==> src/rtl/keccak_digest_reader.sv <==
// Captures each new keccak digest on the rising edge of out_ready and streams it
// as NWORDS words, most-significant word first, over a valid/ready handshake.
module keccak_digest_reader #(
   parameter int DIGEST_W = 512,
   parameter int WORD_W   = 64,
   parameter int NWORDS   = 8
) (
   input  logic                        clk,
   input  logic                        reset,
   input  logic [DIGEST_W-1:0]         out,
   input  logic                        out_ready,
   output logic [WORD_W-1:0]           word_out,
   output logic                        word_valid,
   input  logic                        word_ready,
   output logic                        word_last,
   output logic [$clog2(NWORDS)-1:0]   word_index,
   output logic                        busy,
   output logic                        overrun,
   output logic [15:0]                 digest_count
);

   localparam int IDX_W = $clog2(NWORDS);
   localparam logic [IDX_W-1:0] LAST_IDX = IDX_W'(NWORDS - 1);

   typedef enum logic {IDLE, SEND} state_t;

   state_t                state_reg, state_next;
   logic                  rdy_q_reg;
   logic [DIGEST_W-1:0]   shadow_reg, shadow_next;
   logic [IDX_W-1:0]      idx_reg, idx_next;
   logic [15:0]           count_reg, count_next;
   logic                  overrun_reg, overrun_next;
   logic                  new_digest;
   logic [WORD_W-1:0]     words [NWORDS];

   // Word gi is the gi-th slice counting down from the MSB of the shadow.
   generate
      for (genvar gi = 0; gi < NWORDS; gi++) begin : g_words
         assign words[gi] = shadow_reg[DIGEST_W-1-gi*WORD_W -: WORD_W];
      end
   endgenerate

   // rdy_q resets high so a level already present across reset never captures.
   assign new_digest   = out_ready & ~rdy_q_reg;
   assign word_out     = words[idx_reg];
   assign overrun      = overrun_reg;
   assign digest_count = count_reg;

   always_ff @(posedge clk) begin
      if (reset) begin
         state_reg   <= IDLE;
         rdy_q_reg   <= 1'b1;
         shadow_reg  <= '0;
         idx_reg     <= '0;
         count_reg   <= '0;
         overrun_reg <= 1'b0;
      end else begin
         state_reg   <= state_next;
         rdy_q_reg   <= out_ready;
         shadow_reg  <= shadow_next;
         idx_reg     <= idx_next;
         count_reg   <= count_next;
         overrun_reg <= overrun_next;
      end
   end

   always_comb begin
      state_next   = state_reg;
      shadow_next  = shadow_reg;
      idx_next     = idx_reg;
      count_next   = count_reg;
      overrun_next = overrun_reg;
      word_valid   = 1'b0;
      busy         = 1'b0;
      word_last    = 1'b0;
      word_index   = '0;
      case (state_reg)
         IDLE: begin
            if (new_digest) begin
               shadow_next = out;
               idx_next    = '0;
               state_next  = SEND;
            end
         end
         SEND: begin
            word_valid = 1'b1;
            busy       = 1'b1;
            word_last  = (idx_reg == LAST_IDX);
            word_index = idx_reg;
            // A digest arriving mid-stream is dropped; only the flag records it.
            if (new_digest)
               overrun_next = 1'b1;
            if (word_ready) begin
               if (idx_reg == LAST_IDX) begin
                  count_next = count_reg + 16'd1;
                  state_next = IDLE;
               end else begin
                  idx_next = idx_reg + IDX_W'(1);
               end
            end
         end
      endcase
   end

endmodule

==> config.mk <==
export PLATFORM = sky130hd
export DESIGN_NAME = keccak_digest_reader
export DESIGN_NICKNAME = d
export VERILOG_FILES = /design/src/rtl/keccak_digest_reader.sv
export SDC_FILE = /design/constraint.sdc
export NUM_CORES = 1
export LEC_CHECK = 0
export ABC_AREA = 1
export CAP_MARGIN = 20
export CORE_MARGIN = 10
export CORE_UTILIZATION = 45
export DETAILED_ROUTE_END_ITERATION = 10
export MAX_ROUTING_LAYER = met4
export PLACE_DENSITY = 0.81
export SKIP_CTS_REPAIR_TIMING = 1
export SLEW_MARGIN = 40
export SYNTH_ARGS = -nofsm -noshare
export SYNTH_HDL_FRONTEND = slang
export SYNTH_SLANG_ARGS = --single-unit
==> constraint.sdc <==
create_clock -name clk -period 2.14 [get_ports clk]
set_input_delay 0.642 -clock clk [delete_from_list [all_inputs] [get_ports clk]]
set_output_delay 0.642 -clock clk [all_outputs]
set_load 0.03 [all_outputs]
# Word level (Yosys, flattened, before mapping)
# Cells that the tools add are included.
[op_classes]
add_sub_neg = 2
magnitude_cmp = 1
eq_ne = 4
muxes = 14
bitwise = 4
reduce_logical = 4
[op_table]
columns = ["op", "count"]
rows = [
  ["$bmux W64 S3", 1],
  ["$mux W64", 2],
  ["$add A16 B1 Y16 const B", 1],
  ["$mux W3", 4],
  ["$ne A2 B2 Y1 const B", 3],
  ["$pmux W3 S2", 1],
  ["$reduce_and A3 Y1", 2],
  ["$mux W1", 5],
  ["$ge A4 B4 Y1 const B", 1],
  ["$not A3 Y4", 1],
  ["$reduce_and A2 Y1", 2],
  ["$add A3 B1 Y3 const B", 1],
  ["$eq A3 B3 Y1 const B", 1],
  ["$not A1 Y1", 2],
  ["$pmux W1 S2", 1],
  ["$and A1 B1 Y1", 1],
]
[totals]
ff_bits = 534
in_bits = 516
out_inout_bits = 87
elab_cells = 35

# Longest topological paths before layout
[depth]
word_depth = 4
depth_mapped = 10
ltp_nobuf = 9

# Least setup slack after synthesis
# Ideal clock, no wire load.
[synth_path]
path_type = "register -> output"
startpoint = "register idx_reg[0]"
endpoint = "output word_out[10]"
arrival_time_ns = 1.421
required_ns = 1.498
path_slack_ns = 0.077
stages_incl_launch_ff = 9
n_path_buf = 3
path_cell_list = "dfxtp_1 -> inv_2 -> buf_6 -> buf_6 -> buf_6 -> a21oi_1 -> o21ai_1 -> nand3_1 -> o21a_1"
[synth_via]
elab_chain_cells = 4
[synth_rtl]
columns = ["item", "line_no", "text"]
rows = [
  ["start, declared", "30", "logic [IDX_W-1:0] idx_reg, idx_next;"],
  ["start signal, assigned", "61", "idx_reg <= idx_next;"],
  ["$not A3 Y4 (not written as such)", "45", "assign word_out = words[idx_reg];"],
  ["$bmux W64 S3", "45", ""],
  ["$mux W64 (not written as such) (2 in a row)", "45", ""],
  ["end, declared", "12", "output logic [WORD_W-1:0] word_out,"],
]
# No other way between the ends. The select of a mux whose other input is x is not followed.

# Worst setup path after layout
[layout_path]
startpoint = "register idx_reg[0]"
endpoint = "output word_out[0]"
# The elaborated chain is that of the path after synthesis.

==> impl_metrics.toml <==
[outcome]
run_status = "finished, violations left"
violations = "setup timing"

[job]
cap_viol_max_count = 0

[timing]
grt_setup_unrepaired = "true"
timing.max_slew.rel_slack_pct = 74.04
timing.fmax_mhz = 345.2
final_hold_vio_count = 0
fin_crit_sh_pct = 135.4
timing.final.setup_violations = 91
tightestPinTransition_ns = 0.3854
tns_ns = -47.23
finClkSkew_ns = 0.01919
holdWs_ns = 0.4389
setup_slack_ns = -0.7567
final_period_minus_worst_setup_slack_ns = 2.897
slew_violations = 0

[yosys]
post_synth_xor_area_fraction_pct = 0.03765
synth_compound_gate_area_share_pct = 35.53
synthDominantAreaCellType = "sky130_fd_sc_hd__dfxtp_1"
synth.mux.area_fraction_pct = 0
synthesis.area_mm2 = 0.02326
post_synth_most_frequent_cells = "sky130_fd_sc_hd__a21oi_1, sky130_fd_sc_hd__o21ai_0, sky130_fd_sc_hd__inv_1"
synth.top_cells.by_area = "sky130_fd_sc_hd__dfxtp_1, sky130_fd_sc_hd__a21oi_1, sky130_fd_sc_hd__o21ai_0, sky130_fd_sc_hd__inv_1, sky130_fd_sc_hd__o21ai_1"
post_synth_and_or_nand_nor_area_fraction_pct = 4.055
yosysUniqueCellTypes = 24
synth.top_cell.area_share_pct = 45.95
synth_area_per_cell_um2 = 7.291
synth_top_family_by_area = "compound AO/OA/AOI/OAI gates"
async_flop_share_pct = 0
cell_count_after_synthesis = 3191
synth_fa_ha_area_share_pct = 0.1613
synth_seq_cells = 534
synth_most_common_cell = "sky130_fd_sc_hd__a21oi_1"
synth-warning-count = 0
synth-main-ff-cell = "sky130_fd_sc_hd__dfxtp_1"
synth_edf_count = 0
synth-seq-area-share_pct = 45.95
mappedNetlistNets = 3710

[grt]
grt_first_pass_wirelength_um = 128500
globalRouteTotalUtil_pct = 27.94
number_of_global_route_vias_before_repair = 22570
antenna_found_initial = 42
pin_count_of_the_biggest_net_entering_global_routing = 63
grt-ovfl-total = 0

[place]
detailedPlace.worstSlack_ns = -0.2051
place.gp.congestion = 0.9658
placedInstanceArea_mm2 = 0.03115
buffer_ports.inserted = 602
placed_cell_count = 4410
dp.final_hpwl_um = 67850

[critical_path]
cp.required_ns = 1.50
crit_path_start_kind = "register"
crit_chain = "buf_12 -> inv_12 -> clkbuf_16 -> o21ai_0 -> nand2_1 -> o21a_1 -> buf_4"
worst-endpoint-arrival_ns = 2.25
critPathMaxStageDelay_ns = 0.44
endpoint_kind = "output pin"
timing.critical_path.slowest_stage_cell = "sky130_fd_sc_hd__dfxtp_4"
crit_fanout = 26
setup.worst_path.class = "reg2out"

[power]
comb_power_share_pct = 15.1
power_report.internal_total_mw = 17.89
p_leak_nw = 12.71
power.net_switching_mw = 5.973
seq_power_share_pct = 44.6
power.density_cell_area_mw_per_mm2 = 714.1
netSwitchingFraction_pct = 25.03
vdd.ir_drop.worst_mv = 0.5750
share_clk_of_total_power_pct = 40.3
sum_of_internal_switching_and_leakage_power_mw = 23.87

[die]
die_area_mm2 = 0.06119
initial_core_util_pct = 45.35
num_io_pins = 603
core.rowCount = 83
die_w_um = 247.4
die_height_um = 247.4
placeable_core_region_mm2 = 0.05130

[drt]
detail_route.iter0.violations = 1505
finalWirelength_um = 89420
first_pass_iters = 5
ant_nets = 0
avgRoutedWirePerCell_um = 19.59
drc_errors = 0
total_via_count_after_detailed_routing = 23650
vias_per_cell = 5.181

[finish]
syn2layout_area_growth_pct = 43.64
number_of_flip_flops_under_the_largest_register_name = 512
stdcell_count = 4564
drive_gt1_share_pct = 10.66
finalNetCount = 4314
design_area_mm2 = 0.03342
fill_cells = 4363
post-route-util_pct = 65.14

[clock_network]
number_of_buffers_created_by_cts = 56
htree_levels = 2
clkSinkCount = 534
cts_root_buffer = "sky130_fd_sc_hd__clkbuf_16"
tritoncts_clock_tree = "done"
clk_latency_ns = 0.60
clk_pin_slew_worst_paths_ns = 0.06
cts-root-to-sink-buffers = 3

[hold_path]
worst_hold_path_type = "reg2reg"
routing by layer:
layer,share of wire [%],GRT usage (%)
met5,0,-
met4,5.9,16.14
met3,8.5,6.998
met2,49,47.36
met1,36,29.23
area by class of cell:
class	count	area [µm²]	area share [%]
Antenna cell	49	122.6	0.3669
Timing Repair Buffer	820	8504	25.45
Inverter	539	2048	6.129
Tap cell	680	850.8	2.546
Clock inverter	13	122.6	0.3669
Timing Repair inverter	1	16.27	0.04867
Sequential cell	534	10700	32.01
Multi-Input combinational cell	1843	9374	28.05
Clock buffer	85	1682	5.032
critical path: cells and delay by family (launching register included):
family	cells	cell delay (ns)
buffers and inverters	4	0.57
AOI/OAI and AO/OA	2	0.47
DFF	1	0.44
and+or+nand+nor	1	0.14
cell families after synthesis:
group,Yosys count
buf+inv,814
xor+xnor,1
flops,534
compound gates,1619
simple gates,220
fa+ha+maj,3
layout by cell type, fill, tap and decap left out, drive strengths merged:
cell | synthesis | layout
buf | 104 | 283
nand3b | 1 | 1
o21a | 65 | 65
a21oi | 781 | 781
nor2 | 31 | 31
xor2 | 1 | 1
dfxtp | 534 | 534
diode | 0 | 49
o21ai | 773 | 773
ha | 3 | 3
or2 | 1 | 1
clkinv | 0 | 12
and2 | 1 | 1
nand2 | 104 | 104
nand4 | 3 | 3
clkbuf | 171 | 87
nand3 | 75 | 75
nor3b | 1 | 1
inv | 539 | 539
nor3 | 3 | 3
bufinv | 0 | 2
clkdlybuf4s50 | 0 | 535
path summary, 6_finish.rpt:
path | from | to | slack [ns] | cells after the start
worst min register to register | shadow_reg[496] | shadow_reg[496] | 0.44 | 2
worst min-delay path | shadow_reg[496] | shadow_reg[496] | 0.44 | 2
worst max register to register | idx_reg[0] | digest_count[15] | -0.08 | 12
worst max-delay path | idx_reg[0] | word_out[0] | -0.76 | 7
power by group through the flow:
stage / clock (mW) / combinational, mW / sequential (mW)
global route: 10.2 / 3.90 / 10.7
floorplan: 0 / 1.59 / 10.8
CTS: 9.73 / 3.54 / 10.6
detailed placement: 0 / 3.51 / 10.9
global placement: 0 / 3.46 / 10.8
finish: 9.62 / 3.60 / 10.6
No activity file was read; power rests on OpenSTA's default activity.
